===== src/rtl/pipe_hazard_ctrl.sv =====
// pipe_hazard_ctrl: per-stage enables/flushes for the 5-stage pipeline (load-use, redirect, dmem wait) plus dmem watchdog.
// Latency: all controls are combinational from state + inputs; state/counters update at the next core edge.
// Backpressure: a dmem wait freezes IF..MEM and bubbles MEM-WB; define PIPE_HAZARD_CTRL_PERF_EN to build perf counters.
module pipe_hazard_ctrl #(
  parameter int REG_ADDR_W  = 5,
  parameter int MEM_TIMEOUT = 256,
  parameter int CNT_WIDTH   = 32
) (
  input  logic                  clk,
  input  logic                  arst_n,
  input  logic [REG_ADDR_W-1:0] id_rs1,
  input  logic [REG_ADDR_W-1:0] id_rs2,
  input  logic                  id_rs1_used,
  input  logic                  id_rs2_used,
  input  logic                  ex_valid,
  input  logic                  ex_is_load,
  input  logic [REG_ADDR_W-1:0] ex_rd,
  input  logic                  ex_redirect,
  input  logic                  mem_req,
  input  logic                  mem_ready,
  output logic                  if_en,
  output logic                  id_en,
  output logic                  ex_en,
  output logic                  mem_en,
  output logic                  wb_en_stage,
  output logic                  id_flush,
  output logic                  ex_flush,
  output logic                  wb_flush,
  output logic                  halted,
  output logic [CNT_WIDTH-1:0]  stall_cycles,
  output logic [CNT_WIDTH-1:0]  flush_events
);

  // Wait counter only has to reach MEM_TIMEOUT-1 before the watchdog trips.
  localparam int WCW = $clog2(MEM_TIMEOUT);
  localparam logic [WCW-1:0] WAIT_LAST = WCW'(MEM_TIMEOUT - 1);

  typedef enum logic [1:0] {
    ST_RESET,
    ST_RUN,
    ST_MEM_WAIT,
    ST_ERROR
  } state_t;

  state_t         state_q, state_d;
  logic [WCW-1:0] wait_cnt_q, wait_cnt_d;

  logic active;
  logic freeze;
  logic redirect;
  logic load_use;

  // Hazard detection; x0 is never a real producer so it never stalls.
  assign active   = (state_q == ST_RUN) || (state_q == ST_MEM_WAIT);
  assign freeze   = active && mem_req && !mem_ready;
  assign redirect = ex_redirect && ex_valid;
  assign load_use = ex_valid && ex_is_load && (ex_rd != '0) &&
                    ((id_rs1_used && (id_rs1 == ex_rd)) ||
                     (id_rs2_used && (id_rs2 == ex_rd)));

  // Next-state and stage controls; priority freeze > redirect > load-use > normal.
  always_comb begin
    state_d     = state_q;
    wait_cnt_d  = wait_cnt_q;
    if_en       = 1'b0;
    id_en       = 1'b0;
    ex_en       = 1'b0;
    mem_en      = 1'b0;
    wb_en_stage = 1'b0;
    id_flush    = 1'b0;
    ex_flush    = 1'b0;
    wb_flush    = 1'b0;
    halted      = 1'b0;
    case (state_q)
      ST_RESET: begin
        id_flush   = 1'b1;
        ex_flush   = 1'b1;
        wb_flush   = 1'b1;
        wait_cnt_d = '0;
        state_d    = ST_RUN;
      end
      ST_RUN, ST_MEM_WAIT: begin
        if (freeze) begin
          // Only the MEM-WB register moves, and it takes a bubble while MEM waits.
          wb_en_stage = 1'b1;
          wb_flush    = 1'b1;
          if (state_q == ST_RUN) begin
            state_d    = ST_MEM_WAIT;
            wait_cnt_d = '0;
          end else if (wait_cnt_q == WAIT_LAST) begin
            state_d    = ST_ERROR;
            wait_cnt_d = '0;
          end else begin
            wait_cnt_d = wait_cnt_q + 1'b1;
          end
        end else begin
          state_d     = ST_RUN;
          wait_cnt_d  = '0;
          ex_en       = 1'b1;
          mem_en      = 1'b1;
          wb_en_stage = 1'b1;
          if (redirect) begin
            // Squash the two younger instructions fetched down the wrong path.
            if_en    = 1'b1;
            id_en    = 1'b1;
            id_flush = 1'b1;
            ex_flush = 1'b1;
          end else if (load_use) begin
            // Hold IF/ID one cycle; the load moves to MEM and a bubble enters EX.
            ex_flush = 1'b1;
          end else begin
            if_en = 1'b1;
            id_en = 1'b1;
          end
        end
      end
      ST_ERROR: begin
        halted = 1'b1;
      end
      default: begin
        state_d    = ST_RESET;
        wait_cnt_d = '0;
      end
    endcase
  end

  // Controller state and dmem wait counter.
  always_ff @(posedge clk or negedge arst_n) begin
    if (!arst_n) begin
      state_q    <= ST_RESET;
      wait_cnt_q <= '0;
    end else begin
      state_q    <= state_d;
      wait_cnt_q <= wait_cnt_d;
    end
  end

`ifdef PIPE_HAZARD_CTRL_PERF_EN
  logic                 stall_evt;
  logic                 redirect_evt;
  logic [CNT_WIDTH-1:0] stall_cnt_q, stall_cnt_d;
  logic [CNT_WIDTH-1:0] flush_cnt_q, flush_cnt_d;

  // Stalls count only while the core is live; a redirect counts only when it is taken.
  assign stall_evt    = active && !if_en;
  assign redirect_evt = active && !freeze && redirect;

  // Saturating perf counters.
  always_comb begin
    stall_cnt_d = stall_cnt_q;
    flush_cnt_d = flush_cnt_q;
    if (stall_evt && !(&stall_cnt_q)) begin
      stall_cnt_d = stall_cnt_q + 1'b1;
    end
    if (redirect_evt && !(&flush_cnt_q)) begin
      flush_cnt_d = flush_cnt_q + 1'b1;
    end
  end

  // Perf counter registers.
  always_ff @(posedge clk or negedge arst_n) begin
    if (!arst_n) begin
      stall_cnt_q <= '0;
      flush_cnt_q <= '0;
    end else begin
      stall_cnt_q <= stall_cnt_d;
      flush_cnt_q <= flush_cnt_d;
    end
  end

  assign stall_cycles = stall_cnt_q;
  assign flush_events = flush_cnt_q;
`else
  assign stall_cycles = '0;
  assign flush_events = '0;
`endif

endmodule


===== config.mk =====
export PLATFORM = sky130hd
export DESIGN_NAME = pipe_hazard_ctrl
export DESIGN_NICKNAME = d
export VERILOG_FILES = /design/src/rtl/pipe_hazard_ctrl.sv
export SDC_FILE = /design/constraint.sdc
export NUM_CORES = 1
export LEC_CHECK = 0
export ABC_CLOCK_PERIOD_IN_PS = 1950
export BUFFER_PORTS_ARGS = -buffer_cell sky130_fd_sc_hd__buf_2
export CAP_MARGIN = 25
export CORE_MARGIN = 10
export CORE_UTILIZATION = 40
export CTS_CLUSTER_DIAMETER = 200
export DETAILED_ROUTE_END_ITERATION = 10
export GPL_TIMING_DRIVEN = 0
export PLACE_DENSITY = 0.81
export SLEW_MARGIN = 15
export SYNTH_ARGS = -nofsm -noshare
export SYNTH_HDL_FRONTEND = slang
export SYNTH_SLANG_ARGS = --single-unit

===== constraint.sdc =====
create_clock -name clk -period 1.95 [get_ports clk]
set_input_delay 0.39 -clock clk [delete_from_list [all_inputs] [get_ports clk]]
set_output_delay 0.39 -clock clk [all_outputs]
set_load 0.05 [all_outputs]

==> out/metrics.csv <==
metric,value,unit
outcome,"finished, violations left",
violated checks,setup timing,
proportion of total power due to net switching,57.3,%
met2 layer usage reported by global route,19.1,%
required time of the critical path,1.56,ns
net load switching power,1.34,mW
clock skew after layout,0.00446,ns
setup repair after global routing missed its margin,yes,
startpoint of the worst register-to-register path,state_q[0],
gr usage total,9.99,%
number of I/O port buffers,32,
post-route setup slack,-0.0482,ns
final standard cell count with taps included and fillers excluded,286,
# clock sinks,10,
via count of the first global-routing pass,1051,
initial core utilization,41.4,%
worst-path fanout max,5,
DRC violation total after the first TritonRoute iteration,10,
Flop pwr share,11.7,%
DRC violation count after routing,0,
final slew viol count,0,
cell count after placement,278,
Post-layout nets,283,
post-DR vias/cell,3.68,
antenna diode instance count,0,
clock tree from TritonCTS,done,
num ports,97,
area of the die,0.00574,mm2
met1 demand-to-capacity share in global routing,8.06,%
clock-pin slew of the registers on the worst-case setup and hold paths,0.07,ns
cts bufs inserted,3,
detail-routed net length per standard cell,11.5,um
number of antenna violations at the first check in global routing,0,
Worst setup EP type,output port,
type of the tightest min-delay check,primary input to async pin,
core area,0.00300,mm2
global routing's busiest layer,met2,
post-DP HPWL,2.81,mm
Seq cells post-synth,10,
share of the core filled with cells in the final layout,63.6,%
wire length of the first global-routing pass,4.52,mm
die height,75.8,um
width of the die,75.8,um
clock latency of the later-clocked register in the worst-skew pair,0.27,ns
number of instances in the synthesized netlist,150,
number of setup violations in the final report,3,
critical path type,flip-flop to output port,
synthesized area,0.00124,mm2
largest net degree at the start of global routing,11,
residual overflow from global routing,0,
final period utilization,102,%
Setup crit start kind,flip-flop,
worst hold margin,0.504,ns
"Min Clock Period, post-route",2.00,ns
achievable clock frequency,0.500,GHz
number of distinct library cells after synthesis,27,
count of synthesis-stage warnings from yosys,0,
routed wire length,3.29,mm
Lkg Pwr,1.07,nW
first element of the critical path,state_q[0],
number of detailed-route iterations in the first pass,3,
global-route track usage on met3,5.73,%
"Seq/Total Area, Yosys",20.1,%
last weighted congestion value of the routability-driven placer,0.787,
Synth area leaders,"buf_4 (40%), dfrtp_1 (20%), xnor2_1 (8.5%)",
H-Tree Level Count,1,
clock buffer depth,2,
number of maximum-capacitance violations,0,
"Power, Total",2.34,mW
synthesized area per cell,8.29,um2
largest voltage drop on the vdd net,0.846,mV
cell chosen for the clock root,clkbuf_4,
internal portion of total power,1.00,mW
proportion of power drawn by the clock network,8.1,%
post-synthesis to final-layout area growth,53.5,%
number of endpoints with negative hold slack in the final report,0,
ANT nets after route,0,
share of total power in combinational logic,80.2,%
data arrival time of the critical path,1.61,ns
area share of the largest cell type after synthesis,39.8,%
floorplan row count,20,
vias after detailed routing,1052,
layout cell share with drive strength beyond 1,49.0,%
cell type with the largest total area after synthesis,buf_4,
power density over the cells,1220,mW/mm2
final instance area,0.00191,mm2
area of placed instances,0.00174,mm2
routing by layer:
layer | vias up | routed length, um | share of wire, %
met5 | - | 0 | 0
met4 | 0 | 56 | 1.7
met3 | 6 | 429 | 13
met2 | 49 | 1790 | 54
met1 | 438 | 1020 | 31
li1 | 559 | - | -
sequential cells by signal, indices dropped and copies added, names as in the netlist:
signal,cells
wait_cnt_q,8
state_q,2
logic make-up after synthesis:
family / share of synthesized area (%)
flip-flops: 20.1
buffers and inverters: 42.3
XOR/XNOR: 10.6
adder cells (fa/ha/maj): 5.03
AND/OR/NAND/NOR: 13.4
other: 0.302
AO/OA/AOI/OAI: 8.35
repair_timing:
action	in CTS	in global routing
hold buffers	1	0
pin swaps	0	2
endpoints found under the setup margin	7	7
hold endpoints to repair	10	0
gates resized for setup	17	9
buffers inserted	1	2
Yosys cell counts:
| master | n |
|---|---|
| o22ai_1 | 1 |
| buf_6 | 1 |
| nor2_1 | 12 |
| nand2b_1 | 1 |
| ha_1 | 5 |
| a41oi_1 | 1 |
| dfrtp_1 | 10 |
| o311a_1 | 1 |
| nand3b_1 | 1 |
| inv_1 | 5 |
| or3_1 | 3 |
| a31o_2 | 1 |
| a21oi_1 | 2 |
| a31oi_1 | 2 |
| and4bb_2 | 1 |
| o21ai_0 | 4 |
| nand3_1 | 2 |
| nor2b_1 | 1 |
| xnor2_1 | 12 |
| nand4_1 | 2 |
| buf_4 | 66 |
| nor3_1 | 1 |
| conb_1 | 1 |
| nand4b_1 | 1 |
| o32ai_4 | 1 |
| nand2_1 | 9 |
| xor2_1 | 3 |
critical path, stage by stage, from the launching register on:
cell and delay, ns:
dfrtp_2 0.45, inv_2 0.08, ha_4 0.23, a41oi_4 0.17, nor2_4 0.07, a31o_4 0.20, buf_6 0.15
worst paths after layout:
kind                                      end  slack, ns  cells after the start
worst max-delay path                 ex_flush      -0.05                      6
worst min-delay path            wait_cnt_q[4]       0.50                      2
worst max register to register     state_q[0]       0.23                      5
worst min register to register  wait_cnt_q[1]       0.55                      2
max in group asynchronous          state_q[0]       1.24                      2
min in group clk                wait_cnt_q[1]       0.55                      2
cells in the final DEF (no fill, tap or decap), types with 2 or more instances in the layout:
cell,instances
a21oi_1,2
nand2_1,8
or3_1,2
nand3_1,2
dfrtp_1,9
nor2_1,8
buf_6,6
inv_2,2
buf_2,24
nand4_1,2
inv_1,2
buf_8,2
buf_4,70
ha_1,4
o21ai_0,4
clkbuf_4,3
conb_1,64
xor2_1,3
nor2_2,3
xnor2_1,12
metrics by stage:
stage / setup TNS, ns / setup WS [ns]
floorplan: -0.135 / -0.135
global placement: -0.462 / -0.199
detailed placement: -0.471 / -0.204
CTS: -0.219 / -0.0800
global route: -0.330 / -0.106
finish: -0.115 / -0.0482
power by group through the flow:
stage / registers [mW] / logic [mW] / clock network, mW
after floorplan: 0.264 / 1.43 / 0
after global placement: 0.272 / 1.63 / 0
after detailed placement: 0.275 / 1.65 / 0
after CTS: 0.273 / 1.77 / 0.189
after global routing: 0.278 / 1.99 / 0.205
final: 0.273 / 1.88 / 0.190
area by class of cell:
class	count	area [um2]
repair buffers	36	243
clock buffers	4	36.3
multi-input cells	131	805
fillers	255	1090
flip-flops and latches	10	251
plain buffers	67	510
well taps	33	41.3
inverters	5	22.5
No activity file was read; power rests on OpenSTA's default activity.
